<file path="src/rtl/fetch_unit.sv">
// fetch_unit: PC, instruction ROM fetch and IF/ID register with stall, redirect and HLT freeze
module fetch_unit #(
    parameter logic [15:0] PC_RESET   = 16'h0000,
    parameter logic [3:0]  HLT_OPCODE = 4'hF,
    parameter logic [15:0] NOP_INSTR  = 16'h0000
) (
    input  logic        clk,
    input  logic        rst,
    input  logic        hazard,
    input  logic        redirect_valid,
    input  logic [15:0] redirect_target,
    output logic [15:0] imem_addr,
    input  logic [15:0] imem_data,
    output logic        instr_valid,
    output logic [3:0]  opcode,
    output logic [3:0]  load_save_reg,
    output logic [2:0]  branch_cond,
    output logic [3:0]  reg_rs,
    output logic [3:0]  reg_rt,
    output logic [7:0]  load_save_imm,
    output logic [11:0] call_target,
    output logic [15:0] pc_out,
    output logic        pc_update,
    output logic        halted,
    output logic [15:0] fetch_count
);
    typedef enum logic {RUN, HALT} state_t;

    state_t      r_state, w_state_nxt;
    logic [15:0] r_pc, w_pc_nxt, w_pc_inc;
    logic [15:0] r_ir, w_ir_nxt;
    logic [15:0] r_ir_pc, w_ir_pc_nxt;
    logic        r_valid, w_valid_nxt;
    logic [15:0] r_cnt, w_cnt_nxt;
    logic        w_pc_upd, w_is_hlt;

    assign w_pc_inc = r_pc + 16'd1;
    assign w_is_hlt = imem_data[15:12] == HLT_OPCODE;

    always_comb begin
        w_state_nxt = r_state;
        w_pc_nxt    = r_pc;
        w_ir_nxt    = r_ir;
        w_ir_pc_nxt = r_ir_pc;
        w_valid_nxt = r_valid;
        w_cnt_nxt   = r_cnt;
        w_pc_upd    = 1'b0;
        if (redirect_valid) begin
            w_pc_nxt    = redirect_target;
            w_ir_nxt    = NOP_INSTR;
            w_ir_pc_nxt = 16'h0000;
            w_valid_nxt = 1'b0;
            w_state_nxt = RUN;
            w_pc_upd    = 1'b1;
        end else if (r_state == HALT) begin
            w_ir_nxt    = NOP_INSTR;
            w_ir_pc_nxt = 16'h0000;
            w_valid_nxt = 1'b0;
        end else if (!hazard) begin
            w_ir_nxt    = imem_data;
            w_ir_pc_nxt = w_pc_inc;
            w_valid_nxt = 1'b1;
            w_cnt_nxt   = (r_cnt == 16'hFFFF) ? r_cnt : r_cnt + 16'd1;
            // HLT is latched as a real instruction but the PC parks on it
            w_state_nxt = w_is_hlt ? HALT : RUN;
            w_pc_nxt    = w_is_hlt ? r_pc : w_pc_inc;
            w_pc_upd    = !w_is_hlt;
        end
    end

    always_ff @(posedge clk) begin
        if (rst) begin
            r_state <= RUN;
            r_pc    <= PC_RESET;
            r_ir    <= NOP_INSTR;
            r_ir_pc <= 16'h0000;
            r_valid <= 1'b0;
            r_cnt   <= 16'h0000;
        end else begin
            r_state <= w_state_nxt;
            r_pc    <= w_pc_nxt;
            r_ir    <= w_ir_nxt;
            r_ir_pc <= w_ir_pc_nxt;
            r_valid <= w_valid_nxt;
            r_cnt   <= w_cnt_nxt;
        end
    end

    assign imem_addr     = r_pc;
    assign pc_update     = w_pc_upd & ~rst;
    assign instr_valid   = r_valid;
    assign opcode        = r_ir[15:12];
    assign load_save_reg = r_ir[11:8];
    assign branch_cond   = r_ir[10:8];
    assign reg_rs        = r_ir[7:4];
    assign reg_rt        = r_ir[3:0];
    assign load_save_imm = r_ir[7:0];
    assign call_target   = r_ir[11:0];
    assign pc_out        = r_ir_pc;
    assign halted        = r_state == HALT;
    assign fetch_count   = r_cnt;
endmodule

</file>
<file path="config.mk">
export PLATFORM = sky130hd
export DESIGN_NAME = fetch_unit
export DESIGN_NICKNAME = d
export VERILOG_FILES = /design/src/rtl/fetch_unit.sv
export SDC_FILE = /design/constraint.sdc
export NUM_CORES = 1
export LEC_CHECK = 0
export CAP_MARGIN = 10
export CORE_MARGIN = 5
export CORE_UTILIZATION = 25
export CTS_CLUSTER_DIAMETER = 80
export DETAILED_ROUTE_END_ITERATION = 12
export HOLD_SLACK_MARGIN = 0.03
export PLACE_DENSITY = 0.49
export RECOVER_POWER = 25
export SYNTH_ARGS = -nofsm -noshare
export SYNTH_HDL_FRONTEND = slang
export SYNTH_SLANG_ARGS = --single-unit
</file>
<file path="constraint.sdc">
create_clock -name clk -period 3.1 [get_ports clk]
set_clock_uncertainty 0.05 [all_clocks]
set_input_delay 0.465 -clock clk [delete_from_list [all_inputs] [get_ports clk]]
set_output_delay 0.465 -clock clk [all_outputs]
set_load 0.02 [all_outputs]
</file>
==> impl_results.md <==
* DIE AREA at approximately 16000 um2
* Internal power at 1.69 mW
* CP Capture Type: primary output
* Nets at between 500 and 600
* Pin count of the biggest net entering global routing at 41
* Avg Cell Area, Syn at just under 9 um2
* Total track usage at between 10% and 20%
* DR vias/cell at around 4.8
* First-pass GRT wire length at approximately 16 mm
* Site Rows at 42
* Setup repair bufs after CTS at 0
* Antenna Cells at 0
* Hold Vio Cnt, Final at 0
* Most frequent cells in the layout: 100 x clkdlybuf4s50_1, 66 x dfxtp_1, 43 x nor2_1, 24 x dlygate4sd3_1, 21 x a21oi_1
* Leak at ~1.8 nW
* FMAX at approximately 380 MHz
* Layout cell share with drive strength beyond 1 at 8.21%
* Final WL at just over 10 mm
* Core area at 13200 um2
* Vias in the first global route at 3025
* Die width at 126 um
* Max clock buf depth at 2
* Crit path kind: in2out
* Gpl congestion at 0.774
* Fin crit share at a little under nine tenths
* Sw Ratio at between 20% and 30%
* Grt total ovfl at 0
* Final-layout fill cell count at around 1300
* Register Area at approximately 1300 um2
* RSZ-0062 raised after global routing: false
* Max_cap viols at 0
* Cell area after synthesis at ~3300 um2
* Multi-input logic area at ~1700 um2
* Initial antenna violation count at 0
* Sink Count at 66
* Tmin final at 2.64 ns
* CP max stage cell: clkdlybuf4s50_1
* Syn nets at about 420
* Worst-Margin Slew at between 1 and 1.5 ns
* TritonCTS Buffers at 9
* Post-synth EDFFs at 0
* Final Max Tran Viols at 0
* Hold WS at about 0.40 ns
* Initial Utilization at between 20% and 30%
* Number of distinct library cells after synthesis at between 50 and 60
* Ys async rst share at 0%
* Sequential element share of the synthesized area at between 30% and 40%
* Buffers and inverters on the worst path at 4
* Synthesis warning total at 0
* Remaining DRCs at 0
* Comb pwr share at between 10% and 20%
* Synth Register Bits at 66
* Max-slew headroom at 22.2%
* Post-route ant nets at 0
* I/O pin total at 126
* Initial DRC Count at between 150 and 200
* WL per Instance at approximately 15 um
* Power Dens Cells at 465 nW/um2
* CP peak stage delay at ~0.66 ns
* Clock Latency Late Sink at between 0.3 and 0.4 ns
* Syn Inst Count at 384
* Net Switching at about 0.57 mW
* Setup TNS at 0 ns
* H-tree Lvls at 3
* Status: complete, no violations
* Area Overhead vs Synth at 45.8%
* Commonest non-fill, non-tap cell in the layout: clkdlybuf4s50_1
* CP cell instances: dlygate4sd3_1, buf_4, clkinv_1, a21oi_1, clkdlybuf4s50_1
* Final Util at between 30% and 40%
* Arrival time worst endpoint at about 2.1 ns
* Top FF cell, synth: dfxtp_1
* Clock tree root driver cell: clkbuf_16
* PortBufs at roughly 130
* CP Max Fanout at 11
* Clock slew at reported path FFs at about 0.050 ns
* Family with the most delay on the worst path: buffers and inverters
* DRT Pass-1 Iters at 4
* Peak VDD IR at between 150 and 200 uV
* Clock share of power at 45.2%
* CP Launch Type: input port
* Worst Hold Class: reg2reg
* CTS tree: done
* Vias at approximately 3200
* Endpoints failing setup at 0
* Hold buffers post-CTS at 0
* Hpwl dp at 7.55 mm
* Reg power frac at 40.7%
* Die H at 126 um
* CP required at about 2.6 ns
* CTS resizes at 0
## area by class of cell
| class | instances | area share [%] |
|---|---|---|
| inverters | 9 | 0.694 |
| flip-flops and latches | 66 | 27.2 |
| multi-input cells | 264 | 34.8 |
| repair buffers | 134 | 26.8 |
| well taps | 176 | 4.53 |
| clock buffers | 11 | 5.19 |
| clock inverters | 3 | 0.823 |
## power groups by stage
stage,Combinational [mW],Clock (mW),Sequential [mW]
final,0.319,1.02,0.920
after global routing,0.343,1.09,0.926
after CTS,0.328,1.05,0.921
after detailed placement,0.327,0,0.939
after global placement,0.327,0,0.937
after floorplan,0.145,0,0.966
## flip-flops by register name (all words and copies together), names as in the netlist
name / cells
fetch_count: 16
imem_addr: 16
pc_out: 16
r_ir: 16
halted: 1
instr_valid: 1
## metrics by stage
stage	cells	power (mW)	worst slack [ns]	cell area, um2
6_report	663	2.26	0.459	4870
5_1_grt	663	2.36	0.371	4870
4_1_cts	663	2.30	0.441	4870
3_5_place_dp	649	1.27	0.453	4580
3_3_place_gp	649	1.26	0.453	4580
2_1_floorplan	384	1.11	0.804	3340
## cell families after synthesis
| logic type | Yosys count | synth area share, % |
|---|---|---|
| AOI/OAI and AO/OA | 80 | 15.9 |
| xor gates and xnor gates | 17 | 4.46 |
| adders and majority gates | 2 | 0.750 |
| buffers and inverters | 54 | 9.71 |
| DFF | 66 | 39.6 |
| muxes | 23 | 7.09 |
| and+or+nand+nor | 142 | 22.5 |
## cell usage after synthesis, types with 2 or more instances
| library cell | number | area [um2] |
|---|---|---|
| a211oi_1 | 6 | 45.0 |
| a21oi_1 | 21 | 105 |
| a311oi_1 | 7 | 61.3 |
| a31oi_1 | 7 | 43.8 |
| and2_1 | 3 | 18.8 |
| and3_1 | 2 | 12.5 |
| and4_1 | 2 | 17.5 |
| buf_1 | 2 | 7.51 |
| buf_4 | 24 | 180 |
| buf_6 | 2 | 22.5 |
| clkbuf_1 | 14 | 52.6 |
| dfxtp_1 | 66 | 1320 |
| ha_1 | 2 | 25.0 |
| inv_1 | 8 | 30.0 |
| mux2_2 | 5 | 56.3 |
| mux2i_1 | 18 | 180 |
| nand2_1 | 20 | 75.1 |
| nand2b_1 | 2 | 12.5 |
| nand3_1 | 16 | 80.1 |
| nand4_1 | 10 | 62.6 |
| nor2_1 | 43 | 161 |
| nor2b_1 | 5 | 31.3 |
| nor3_1 | 12 | 60.1 |
| nor4_1 | 5 | 31.3 |
| o21a_1 | 3 | 22.5 |
| o21ai_0 | 17 | 85.1 |
| o21ba_2 | 2 | 20.0 |
| o2bb2ai_1 | 2 | 17.5 |
| o311a_1 | 2 | 20.0 |
| o311ai_0 | 2 | 17.5 |
| o31ai_1 | 2 | 15.0 |
| o41ai_1 | 2 | 17.5 |
| or2_2 | 2 | 12.5 |
| or3_1 | 7 | 43.8 |
| or4_1 | 4 | 30.0 |
| or4_2 | 2 | 17.5 |
| xnor2_1 | 11 | 96.3 |
| xor2_1 | 6 | 52.6 |
## layer usage
layer / routed length [um] / track usage [%] / part of all wire [%] / up-vias
li1: - / - / - / 1568
met1: 4730 / 16.7 / 46 / 1479
met2: 4620 / 19.9 / 45 / 114
met3: 743 / 3.92 / 7.2 / 13
met4: 173 / 5.04 / 1.7 / 0
met5: 0 / 0 / 0 / -
## path summary, 6_finish.rpt
kind,startpoint,to,slack (ns),depth (start not counted)
worst max-delay path,redirect_valid,pc_update,0.46,5
worst min-delay path,instr_valid,instr_valid,0.40,1
worst max register to register,imem_addr[1],imem_addr[14],0.75,5
worst min register to register,instr_valid,instr_valid,0.40,1
(Power assumes the default switching activity.)
